==> src/rtl/wordcount_pkg.sv <==
// wordcount_pkg: shared types and widths for the wordcount sequencer.
// Holds the FSM encodings, datapath widths and a saturating helper.
package wordcount_pkg;

  localparam int COUNT_W        = 32;
  localparam int ACC_DATA_W     = 64;
  localparam int ACC_ADDR_W     = 32;
  localparam int DEF_ADDR_WIDTH = 14;

  typedef enum logic [2:0] {
    ST_IDLE,
    ST_CLR_KICK,
    ST_CLR_WAIT,
    ST_RUN,
    ST_DRAIN,
    ST_DUMP,
    ST_DONE
  } wc_state_t;

  typedef enum logic [1:0] {
    DS_IDLE,
    DS_RD_ISSUE,
    DS_RD_WAIT,
    DS_OUT_HOLD
  } dump_state_t;

  function automatic logic [COUNT_W-1:0] sat_inc(
    input logic [COUNT_W-1:0] v
  );
    return (&v) ? v : v + COUNT_W'(1);
  endfunction

endpackage

==> src/rtl/wordcount_dump_seq.sv <==
// wordcount_dump_seq: sweeps all buckets and streams (addr, count) out.
// Ports: start/done handshake, rd_addr/rd_data to the array, out_* stream.
module wordcount_dump_seq
  import wordcount_pkg::*;
#(
  parameter int ADDR_WIDTH = DEF_ADDR_WIDTH,
  parameter bit SKIP_ZERO  = 1'b1
) (
  input  logic                  clk,
  input  logic                  reset,
  input  logic                  start,
  output logic                  done,
  output logic [ADDR_WIDTH-1:0] rd_addr,
  input  logic [COUNT_W-1:0]    rd_data,
  output logic                  out_valid,
  input  logic                  out_ready,
  output logic [ADDR_WIDTH-1:0] out_addr,
  output logic [COUNT_W-1:0]    out_count,
  output logic                  out_last
);

  localparam logic [ADDR_WIDTH-1:0] MAX_ADDR = '1;

  dump_state_t state;
  logic        at_max;
  logic        skip;

  assign at_max = (rd_addr == MAX_ADDR);
  // The final bucket is always emitted so the sink sees out_last.
  assign skip   = SKIP_ZERO && (rd_data == '0) && !at_max;
  assign done   = (state == DS_OUT_HOLD) && out_ready && out_last;

  always_ff @(posedge clk or negedge reset) begin
    if (!reset) begin
      state     <= DS_IDLE;
      rd_addr   <= '0;
      out_valid <= 1'b0;
      out_addr  <= '0;
      out_count <= '0;
      out_last  <= 1'b0;
    end else begin
      unique case (state)
        DS_IDLE: begin
          if (start) begin
            rd_addr <= '0;
            state   <= DS_RD_ISSUE;
          end
        end
        DS_RD_ISSUE: state <= DS_RD_WAIT;
        DS_RD_WAIT: begin
          out_addr  <= rd_addr;
          out_count <= rd_data;
          if (skip) begin
            rd_addr <= rd_addr + ADDR_WIDTH'(1);
            state   <= DS_RD_ISSUE;
          end else begin
            out_valid <= 1'b1;
            out_last  <= at_max;
            state     <= DS_OUT_HOLD;
          end
        end
        DS_OUT_HOLD: begin
          if (out_ready) begin
            out_valid <= 1'b0;
            out_last  <= 1'b0;
            if (out_last) begin
              state <= DS_IDLE;
            end else begin
              rd_addr <= rd_addr + ADDR_WIDTH'(1);
              state   <= DS_RD_ISSUE;
            end
          end
        end
        default: state <= DS_IDLE;
      endcase
    end
  end

endmodule

==> src/rtl/wordcount_ctrl.sv <==
// wordcount_ctrl: job sequencer (clear, accumulate, drain, dump).
// Ports: start/busy/done, in_* stream, out_* stream, acc_* array, stats.
module wordcount_ctrl
  import wordcount_pkg::*;
#(
  parameter int ADDR_WIDTH   = DEF_ADDR_WIDTH,
  parameter int DRAIN_CYCLES = 4,
  parameter bit SKIP_ZERO    = 1'b1
) (
  input  logic                  clk,
  input  logic                  reset,
  input  logic                  start,
  output logic                  busy,
  output logic                  done,
  input  logic                  in_valid,
  output logic                  in_ready,
  input  logic [ADDR_WIDTH-1:0] in_addr,
  input  logic [COUNT_W-1:0]    in_inc,
  input  logic                  in_last,
  output logic                  out_valid,
  input  logic                  out_ready,
  output logic [ADDR_WIDTH-1:0] out_addr,
  output logic [COUNT_W-1:0]    out_count,
  output logic                  out_last,
  output logic                  acc_clear_kick,
  input  logic                  acc_clear_busy,
  output logic [ACC_ADDR_W-1:0] acc_addr,
  output logic [ACC_DATA_W-1:0] acc_din,
  output logic                  acc_we,
  input  logic [ACC_DATA_W-1:0] acc_q,
  output logic [COUNT_W-1:0]    stat_words
);

  localparam int CNT_W = $clog2(DRAIN_CYCLES + 4);
  localparam logic [CNT_W-1:0] CLR_TMO = CNT_W'(3);
  localparam logic [CNT_W-1:0] DRN_END = CNT_W'(DRAIN_CYCLES - 1);

  wc_state_t             state;
  logic [CNT_W-1:0]      cnt;
  logic                  seen_busy;
  logic                  fire;
  logic                  dump_start;
  logic                  dump_done;
  logic [ADDR_WIDTH-1:0] rd_addr;
  logic [31:0]           unused_q_hi;

  assign unused_q_hi = acc_q[ACC_DATA_W-1:COUNT_W];

  assign fire           = (state == ST_RUN) && in_valid;
  assign in_ready       = (state == ST_RUN);
  assign busy           = (state != ST_IDLE);
  assign done           = (state == ST_DONE);
  assign acc_clear_kick = (state == ST_CLR_KICK);
  assign acc_we         = fire;
  assign acc_din        = fire ? {{(ACC_DATA_W-COUNT_W){1'b0}}, in_inc}
                               : '0;
  assign dump_start     = (state == ST_DRAIN) && (cnt == DRN_END);

  always_comb begin
    acc_addr = '0;
    unique case (1'b1)
      fire:               acc_addr = ACC_ADDR_W'(in_addr);
      (state == ST_DUMP): acc_addr = ACC_ADDR_W'(rd_addr);
      default: ;
    endcase
  end

  always_ff @(posedge clk or negedge reset) begin
    if (!reset) begin
      state      <= ST_IDLE;
      cnt        <= '0;
      seen_busy  <= 1'b0;
      stat_words <= '0;
    end else begin
      unique case (state)
        ST_IDLE: begin
          if (start) begin
            stat_words <= '0;
            state      <= ST_CLR_KICK;
          end
        end
        ST_CLR_KICK: begin
          cnt       <= '0;
          seen_busy <= 1'b0;
          state     <= ST_CLR_WAIT;
        end
        ST_CLR_WAIT: begin
          if (cnt != '1) cnt <= cnt + CNT_W'(1);
          if (acc_clear_busy) seen_busy <= 1'b1;
          // An array that never raises busy is taken as already clear.
          if (!acc_clear_busy && (seen_busy || cnt == CLR_TMO))
            state <= ST_RUN;
        end
        ST_RUN: begin
          if (fire) begin
            stat_words <= sat_inc(stat_words);
            if (in_last) begin
              cnt   <= '0;
              state <= ST_DRAIN;
            end
          end
        end
        ST_DRAIN: begin
          if (dump_start) state <= ST_DUMP;
          else            cnt   <= cnt + CNT_W'(1);
        end
        ST_DUMP: if (dump_done) state <= ST_DONE;
        ST_DONE: state <= ST_IDLE;
        default: state <= ST_IDLE;
      endcase
    end
  end

  wordcount_dump_seq #(
    .ADDR_WIDTH (ADDR_WIDTH),
    .SKIP_ZERO  (SKIP_ZERO)
  ) u_dump (
    .clk       (clk),
    .reset     (reset),
    .start     (dump_start),
    .done      (dump_done),
    .rd_addr   (rd_addr),
    .rd_data   (acc_q[COUNT_W-1:0]),
    .out_valid (out_valid),
    .out_ready (out_ready),
    .out_addr  (out_addr),
    .out_count (out_count),
    .out_last  (out_last)
  );

endmodule

==> config.mk <==
export PLATFORM = sky130hd
export DESIGN_NAME = wordcount_ctrl
export DESIGN_NICKNAME = d
export VERILOG_FILES = /design/src/rtl/wordcount_pkg.sv /design/src/rtl/wordcount_dump_seq.sv /design/src/rtl/wordcount_ctrl.sv
export SDC_FILE = /design/constraint.sdc
export NUM_CORES = 1
export LEC_CHECK = 0
export CORE_ASPECT_RATIO = 1.75
export CORE_MARGIN = 4
export CORE_UTILIZATION = 40
export DETAILED_ROUTE_END_ITERATION = 10
export GPL_TIMING_DRIVEN = 0
export PLACE_DENSITY = 0.8
export SETUP_SLACK_MARGIN = 0.5
export SLEW_MARGIN = 20
export SYNTH_ARGS = -nofsm -noshare
export SYNTH_HDL_FRONTEND = slang
export SYNTH_SLANG_ARGS = --single-unit
==> constraint.sdc <==
create_clock -name clk -period 2.6 [get_ports clk]
set_input_delay 0.78 -clock clk [delete_from_list [all_inputs] [get_ports clk]]
set_output_delay 0.78 -clock clk [all_outputs]
set_load 0.05 [all_outputs]
=== Word level (Yosys, flattened, before mapping) ===
Cells that the tools add are included.

* Add/subtract/negate cells: 3
* Reductions and logical operators: 26
* Eq/ne operators: 27
* Multiplexer cells: 35

{| class="wikitable"
|+ Operator list
! kind !! number
|-
| $mux W32 || 4
|-
| $pmux W32 S2 || 1
|-
| $mux W14 || 4
|-
| $pmux W14 S3 || 1
|-
| $add A32 B1 Y32 const B || 1
|-
| $logic_not A32 Y1 || 1
|-
| $reduce_and A32 Y1 || 1
|-
| $mux W3 || 10
|-
| $pmux W14 S2 || 1
|-
| $ne A2 B2 Y1 const B || 12
|-
| $pmux W3 S6 || 1
|-
| $add A14 B1 Y14 const B || 1
|-
| $eq A14 B14 Y1 const B || 1
|-
| $pmux W3 S4 || 1
|-
| $reduce_and A5 Y1 || 2
|-
| $eq A3 B2 Y1 const B || 3
|-
| $eq A3 B3 Y1 const B || 3
|-
| $pmux W2 S4 || 1
|-
| $logic_and A1 B1 Y1 || 6
|-
| $mux W2 || 3
|-
| $ne A2 B1 Y1 const B || 3
|-
| $pmux W1 S2 || 3
|-
| $reduce_and A6 Y1 || 1
|-
| $reduce_bool A2 Y1 || 3
|-
| 15 further kinds || 23
|}

* Input port bits: 117
* Word-level logic and storage cells: 101
* Bits in registers: 103

=== Longest topological paths before layout ===
Gate-level depths: netlist (run 1).

* Word-level depth: 5
* Mapped depth: 9
* Gate-level depth less buffers: 7

=== By module ===
Synthesis (run 1) repeated with hierarchy kept, for this count alone.

* Cells, all modules: 629
* Area total of the unflattened synthesis: 6138.4 um^2

{| class="wikitable"
|+ By module, submodules not included
! module !! cells each !! sequential area each (um^2) !! instances !! area each (um^2)
|-
| wordcount_ctrl || 389 || 975.9 || 1 || 3226.8
|-
| wordcount_dump_seq || 240 || 1601.5 || 1 || 2911.5
|}

=== Least setup slack after synthesis (run 1) ===
Ideal clock, no wire load.

* Path kind: reg-to-output
* Start: reg state[2]
* End: out acc_din[22]
* Setup slack: -0.122 ns
* Cell stages (with the launch flop): 6
* Arrival: 1.942 ns
* Path buffers: 2
* Required time: 1.820 ns
* Cell sequence: dfrtp_1 -> buf_2 -> nand3b_4 -> inv_2 -> clkbuf_1 -> and3_1

* Word-level cells in the longest chain between the ends: 3

{| class="wikitable"
|+ RTL lines
! element !! line !! RTL
|-
| from (decl) || wordcount_ctrl.sv:38 || <nowiki>wc_state_t state;</nowiki>
|-
| from (signal assigned) || wordcount_ctrl.sv:70 || <nowiki>state <= ST_IDLE;</nowiki>
|-
| from (signal assigned) || wordcount_ctrl.sv:79 || <nowiki>state <= ST_CLR_KICK;</nowiki>
|-
| from (signal assigned) || wordcount_ctrl.sv:85 || <nowiki>state <= ST_CLR_WAIT;</nowiki>
|-
| $eq A3 B2 Y1 || - ||
|-
| via in_ready || wordcount_ctrl.sv:16 || <nowiki>output logic in_ready,</nowiki>
|-
| $logic_and A1 B1 Y1 || wordcount_ctrl.sv:49 || <nowiki>assign fire = (state == ST_RUN) && in_valid;</nowiki>
|-
| $mux W32 || wordcount_ctrl.sv:55 || <nowiki>assign acc_din = fire ? {{(ACC_DATA_W-COUNT_W){1'b0}}, in_inc}</nowiki>
|-
| to (decl) || wordcount_ctrl.sv:28 || <nowiki>output logic [ACC_DATA_W-1:0] acc_din,</nowiki>
|}

The timed path passes the listed nets, and every way through them passes these cells.

=== Worst setup path in the final report (run 1) ===
* Start: reg state[0]
* End: out acc_addr[12]

* Word-level cells in the longest chain between the ends: 3

{| class="wikitable"
|+ RTL lines
! element !! line !! RTL
|-
| $eq A3 B2 Y1 || wordcount_ctrl.sv:49 ||
|-
| $logic_and A1 B1 Y1 || wordcount_ctrl.sv:49 ||
|-
| $pmux W14 S2 (*) || wordcount_ctrl.sv:61 || <nowiki>unique case (1'b1)</nowiki>
|-
| to (decl) || wordcount_ctrl.sv:27 || <nowiki>output logic [ACC_ADDR_W-1:0] acc_addr,</nowiki>
|}

Every way passes the cells marked *; elsewhere a longest branch is shown, timed or not.

==> run metrics, run 1 <==
outcome completed; maximum net fanout on the critical path 10; worst-case clock skew between 10 and 15 ps; number of buffers on the longest clock path 2; Fin. Hold Viols 0; cell leakage power 4.75 nW; cell type with the largest total area after synthesis dfrtp_1; Clock Tree Root clkbuf_16; Pwr Density 977 mW/mm^2; CP required 1820 ps; unrepaired setup endpoints after global routing yes; slowest stage cell, crit path dfrtp_1; family with the most delay on the worst path buffers and inverters; dominant cells by area after synthesis dfrtp_1 43%, mux2_2 8.4%, buf_4 6.4%; Hold Worst Slack 300 ps; path class of the lowest-slack min-delay path in -> async; number of diodes added for antenna fixing 0; number of failing setup endpoints in the final timing report 0; data arrival time of the critical path 1740 ps; most frequently used flop master after synthesis dfrtp_1; Gate power share 60.0%; Seq/Total Area, Yosys about 43%; share of the cycle needed by the critical path after routing between 90 and 100%; largest net degree at the start of global routing 73; RD Place Congestion 0.890; post-route antenna net violation count 0; CTS H-tree lvls 3; sinks on the clock net 103; unique cell type count in the Yosys netlist 56; Int Power ~5.2 mW; global-route wire length before repair 31,700 um; Pre-Repair DR Iteration Count 5; stage delay of the slowest cell on the critical path 390 ps; half-perimeter wire length after placement 14,800 um; Max IR drop VDD between 0.0007 and 0.0008 V; number of flops mapped to enable cells by yosys 0; total via count after detailed routing 6,340; Via density 5.62; Syn-to-layout area delta 70.0%; Starting Density 40.5%; worst-case register-to-register setup slack 480 ps; fin util 68.8%; type of the worst setup path reg -> out; Async SR Flop Fraction 100%; top cell type's share of synthesized area about 43%; clock input transition at the sequential cells of the worst setup and hold paths 80 ps; Port Buffers ~220; initial antenna violation count 0; post-synthesis area per instance 9.83 um^2; register share of total power 25.4%; TritonCTS clock tree done; count of synthesis-stage warnings from yosys 0; Post-Syn Area 0.00601 mm^2; die span in y 170 um; clock latency on the worst-skew pair 350 ps; final wirelength approximately 21,000 um; switching power ~4.8 mW; I/O pin cnt 298; number of buffers added by the clock tree synthesis step 9; Routed WL per cell 18.9 um; transition time at the pin with the least slew margin a little under 600 ps; Cells after DPL ~1,100; maximum capacitance violations 0; post-layout minimum cycle time roughly 2500 ps; drc violations 0; post-synthesis instance total 611; number of flip-flops and latches in the synthesized netlist about 100; vias in the first global route 6,317; number of cells in the finished layout apart from fillers between 1,000 and 1,500; Sum Neg Setup Slack 0 ps; overall global routing resource usage 23.0%; fraction of power spent switching nets between 40% and 50%; min setup slack post-route about 83 ps; full die area 0.0171 mm^2; type of origin of the critical path flop; kind of capture point of the worst setup path output pin; Final Max Slew Viols 0; layout cell share with drive strength beyond 1 41.1%; Critical path buffers and inverters 4; highest clock frequency the design can meet between 0.3 and 0.4 GHz; Max-Slew Margin vs Limit 60.8%; iteration-0 DRC count of the detailed router 361; Row Count 59; overflow left after global routing 0; Post-layout nets 1,063; worst-path cell chain buf_6, nor3b_4, buf_4, clkbuf_8, a22o_4, buf_8; clock network power share about 15%; Post-Place Worst Slack -1150 ps; standard cell core area 0.0148 mm^2; Chip Width 101 um; Fill cells 1,095
power by group through the flow:
stage               clock network (mW)  registers [mW]  logic [mW]
finish                            1.46            2.53        5.99
global route                      1.55            2.59        6.29
CTS                               1.48            2.50        5.59
detailed placement                   0            2.55        5.34
global placement                     0            2.53        5.27
floorplan                            0            3.75        2.44
timing repair:
item	CTS	global route
setup endpoints to repair	181	139
hold buffers	0	0
pin swaps	23	25
resized for setup	597	111
buffers inserted	25	24
gates cloned	4	1
worst reg2reg max path: cells and delay by family (launching register included):
family	cells	cell delay [ps]
compound gates	3	950
flops	1	380
buf+inv	2	340
simple gates	2	340
Yosys cell counts (6+ instances only):
cell / count
o21ai_0: 26
dfrtp_1: 103
a31oi_1: 13
a21oi_1: 12
mux2_2: 45
o211ai_1: 14
and3_1: 45
or3_1: 6
nor3_1: 13
o41ai_1: 6
o31ai_1: 25
buf_2: 20
buf_4: 51
nor2_1: 18
nand2_1: 29
or4_1: 7
inv_1: 6
a22o_1: 15
clkbuf_1: 21
nand3_1: 29
nor4_1: 11
a21o_1: 7
nand4_1: 17
layout by cell type (no fill, tap or decap), types with 7 or more instances in the layout:
master	instances
and3_4	24
dlygate4sd2_1	72
o211ai_1	14
buf_8	29
buf_4	98
conb_1	50
dfrtp_2	12
mux2_2	45
dfrtp_1	91
clkdlybuf4s50_1	47
clkdlybuf4s15_1	13
o21ai_1	10
a31oi_1	13
nor3_1	11
o21ai_0	17
clkbuf_2	21
nand2_1	26
clkdlybuf4s15_2	14
and3_1	15
nor2_1	15
buf_2	12
or4_1	7
nand3_1	28
clkbuf_16	12
a22o_4	14
nand4_1	17
o31ai_1	21
a21oi_1	10
buf_12	7
buf_6	31
a21o_1	7
area by class of cell:
cell class / count / area, um^2 / share of cell area [%]
Clock inverter: 7 / 93.8 / 0.919
Timing Repair Buffer: 270 / 2710 / 26.6
Multi-Input combinational cell: 456 / 3560 / 34.9
Tap cell: 183 / 229 / 2.24
Sequential cell: 103 / 2590 / 25.4
Buffer: 92 / 739 / 7.24
Clock buffer: 9 / 225 / 2.21
Inverter: 9 / 58.8 / 0.576
state kept, by name, summed over array words and instances, names as in the netlist:
| signal | flops |
|---|---|
| cnt | 3 |
| seen_busy | 1 |
| stat_words | 32 |
| state | 3 |
| u_dump.out_addr | 14 |
| u_dump.out_count | 32 |
| u_dump.out_last | 1 |
| u_dump.out_valid | 1 |
| u_dump.rd_addr | 14 |
| u_dump.state | 2 |
cells by family after synthesis:
group | share of synthesized area [%]
AO/OA/AOI/OAI | 18.0
adder cells (fa/ha/maj) | 1.04
buffers and inverters | 9.92
flip-flops | 42.9
multiplexers | 8.60
other | 0.0624
AND/OR/NAND/NOR | 19.5
path summary, 6_finish.rpt:
check | from | end | depth (start not counted)
max | state[0]$_DFFE_PN0P_ | acc_addr[12] | 6
min | reset | stat_words[26]$_DFFE_PN0P_ | 1
max reg2reg | state[2]$_DFFE_PN0P_ | cnt[1]$_DFFE_PN0P_ | 7
min reg2reg | u_dump.out_addr[13]$_DFFE_PN0P_ | u_dump.out_addr[13]$_DFFE_PN0P_ | 2
max in group asynchronous | reset | u_dump.rd_addr[7]$_DFFE_PN0P_ | 2
min in group clk | u_dump.out_addr[13]$_DFFE_PN0P_ | u_dump.out_addr[13]$_DFFE_PN0P_ | 2
layer usage:
layer	part of all wire [%]	global-route usage [%]	up-vias	wire [um]
li1	-	-	2884	-
met1	33	23.1	3033	7050
met2	55	43.4	362	11600
met3	9.1	5.82	61	1940
met4	3.3	10.3	0	703
met5	0	0	-	0
per-stage QoR:
step / instance area, um^2 / power (mW)
finish: 10200 / 9.98
floorplan: 6530 / 6.19
global placement: 8910 / 7.80
global route: 10200 / 10.4
detailed placement: 8940 / 7.89
CTS: 9790 / 9.57
No activity file was read; power rests on OpenSTA's default activity.
==> run 2: changes to the inputs <==
--- a/config.mk
+++ b/config.mk
@@ -6,7 +6,7 @@
 export NUM_CORES = 1
 export LEC_CHECK = 0
 export CORE_ASPECT_RATIO = 1.75
-export CORE_MARGIN = 4
+export CORE_MARGIN = 3
 export CORE_UTILIZATION = 40
 export DETAILED_ROUTE_END_ITERATION = 10
 export GPL_TIMING_DRIVEN = 0
==> run 2 against run 1 <==
  * Sequential power barely moved
  * Global-route usage rose by 1.5 points
  * Core utilization up 2.8 points
  * Register-to-register slack barely moved
  * Combinational power up 3.3%
  * Largest cell class unchanged
==> run metrics, run 2 (synthesized netlist as in run 1, its figures left out) <==
vias in the first global route roughly 6,500; RD Place Congestion ~0.90; cell leakage power 4.82 nW; largest registers stat_words (32), u_dump.out_count (32); global-route wire length before repair 33,400 um; number of buffers added by the clock tree synthesis step 9; unrepaired setup endpoints after global routing yes; Final Max Slew Viols 0; clock latency on the worst-skew pair 350 ps; kind of capture point of the worst setup path output pin; Max IR drop VDD 0.000868 V; commonest non-fill, non-tap cell in the layout dfrtp_1; TritonCTS clock tree done; overall global routing resource usage 24.6%; sinks on the clock net 103; type of origin of the critical path flop; worst-case clock skew 13.6 ps; min setup slack post-route 84.9 ps; type of the worst setup path reg -> out; worst-path cell chain buf_6, nand3b_4, inv_8, nand2_8, inv_12, clkbuf_8, a22o_4, buf_8; Pre-Repair DR Iteration Count 4; share of the cycle needed by the critical path after routing a little over nine tenths; fin util just over 70%; I/O pin cnt 298; half-perimeter wire length after placement 14,600 um; Port Buffers 215; Max-Slew Margin vs Limit 61.6%; Row Count a little under 60; highest clock frequency the design can meet slightly below 0.4 GHz; maximum net fanout on the critical path 7; Fin. Hold Viols 0; maximum capacitance violations 0; Hold Worst Slack 353 ps; standard cell core area 0.0145 mm^2; Pwr Density 980 mW/mm^2; final wirelength 22,100 um; outcome completed; R2R Path Start state[2]$_DFFE_PN0P_; overflow left after global routing 0; die span in y ~170 um; Starting Density 41.4%; path class of the lowest-slack min-delay path in -> async; layout cell share with drive strength beyond 1 42.5%; full die area 0.0166 mm^2; Post-Place Worst Slack -1160 ps; iteration-0 DRC count of the detailed router 386; number of diodes added for antenna fixing 0; Clock Tree Root clkbuf_16; post-route antenna net violation count 0; Routed WL per cell 19.6 um; initial antenna violation count 0; most frequent cells in the layout 92 x dfrtp_1, 87 x buf_4, 59 x dlygate4sd2_1; total via count after detailed routing 6,394; number of buffers on the longest clock path 2; drc violations 0; CP required about 1800 ps; data arrival time of the critical path 1740 ps; cells on worst reg2reg path 7; transition time at the pin with the least slew margin 576 ps; quantity of hold-fixing buffers added after cts 0; Post-layout nets about 1,100; slowest stage cell, crit path dfrtp_1; Syn-to-layout area delta 73.2%; stage delay of the slowest cell on the critical path between 300 and 400 ps; clock input transition at the sequential cells of the worst setup and hold paths 80 ps; post-layout minimum cycle time approximately 2500 ps; number of failing setup endpoints in the final timing report 0; Via density ~5.7; CTS H-tree lvls 3; Chip Width slightly below 100 um; Fill cells between 1,000 and 1,500; largest net degree at the start of global routing 55; startpoint of the worst setup timing path state[2]$_DFFE_PN0P_
run 2: cell type report:
cell class | instances | area (um^2) | area share [%]
inverter | 9 | 61.3 | 0.590
clock inverter | 5 | 83.8 | 0.806
tap | 180 | 225 | 2.17
sequential | 103 | 2590 | 24.9
buffer | 92 | 758 | 7.29
timing repair buffer | 272 | 2730 | 26.3
multi-input combinational | 457 | 3720 | 35.8
clock buffer | 10 | 229 | 2.20
run 2: final timing paths:
path	to	slack, ps
setup / recovery	acc_addr[11]	80
hold / removal	stat_words[27]$_DFFE_PN0P_	350
setup reg to reg	cnt[1]$_DFFE_PN0P_	480
hold reg to reg	u_dump.out_addr[8]$_DFFE_PN0P_	490
max in group asynchronous	state[1]$_DFFE_PN0P_	1570
min in group clk	u_dump.out_addr[8]$_DFFE_PN0P_	490
run 2: routing by layer:
| layer | vias up | track usage (%) | share of wire [%] |
|---|---|---|---|
| li1 | 2887 | - | - |
| met1 | 3052 | 25.2 | 34 |
| met2 | 386 | 46.7 | 55 |
| met3 | 69 | 6.26 | 8.3 |
| met4 | 0 | 9.39 | 3.3 |
| met5 | - | 0 | 0 |
run 2: critical path, delay by kind of cell, from the launching register on:
| kind | cells | cell delay, ps |
|---|---|---|
| buffers and inverters | 5 | 610 |
| AO/OA/AOI/OAI | 1 | 130 |
| flip-flops | 1 | 380 |
| AND/OR/NAND/NOR | 2 | 270 |
run 2: through the flow:
| step | setup TNS (ps) | total power, mW | std cells | cell area, um^2 |
|---|---|---|---|---|
| after floorplan | 0 | 6.19 | 660 | 6530 |
| after global placement | -400550 | 7.80 | 1055 | 8910 |
| after detailed placement | -57700 | 7.89 | 1056 | 8940 |
| after CTS | 0 | 9.77 | 1113 | 9950 |
| after global routing | 0 | 10.6 | 1128 | 10400 |
| final | 0 | 10.2 | 1128 | 10400 |
run 2: where the power goes:
| part | switching (mW) | internal, mW |
|---|---|---|
| Clock | 0.621 | 0.846 |
| Combinational | 3.82 | 2.37 |
| Sequential | 0.404 | 2.13 |
| Total | 4.85 | 5.35 |
run 2: repair_timing:
action | 4_1_cts | 5_1_grt
pin swaps | 19 | 26
setup buffers | 38 | 12
cloned | 4 | 3
setup endpoints to repair | 181 | 142
gates resized for setup | 614 | 134
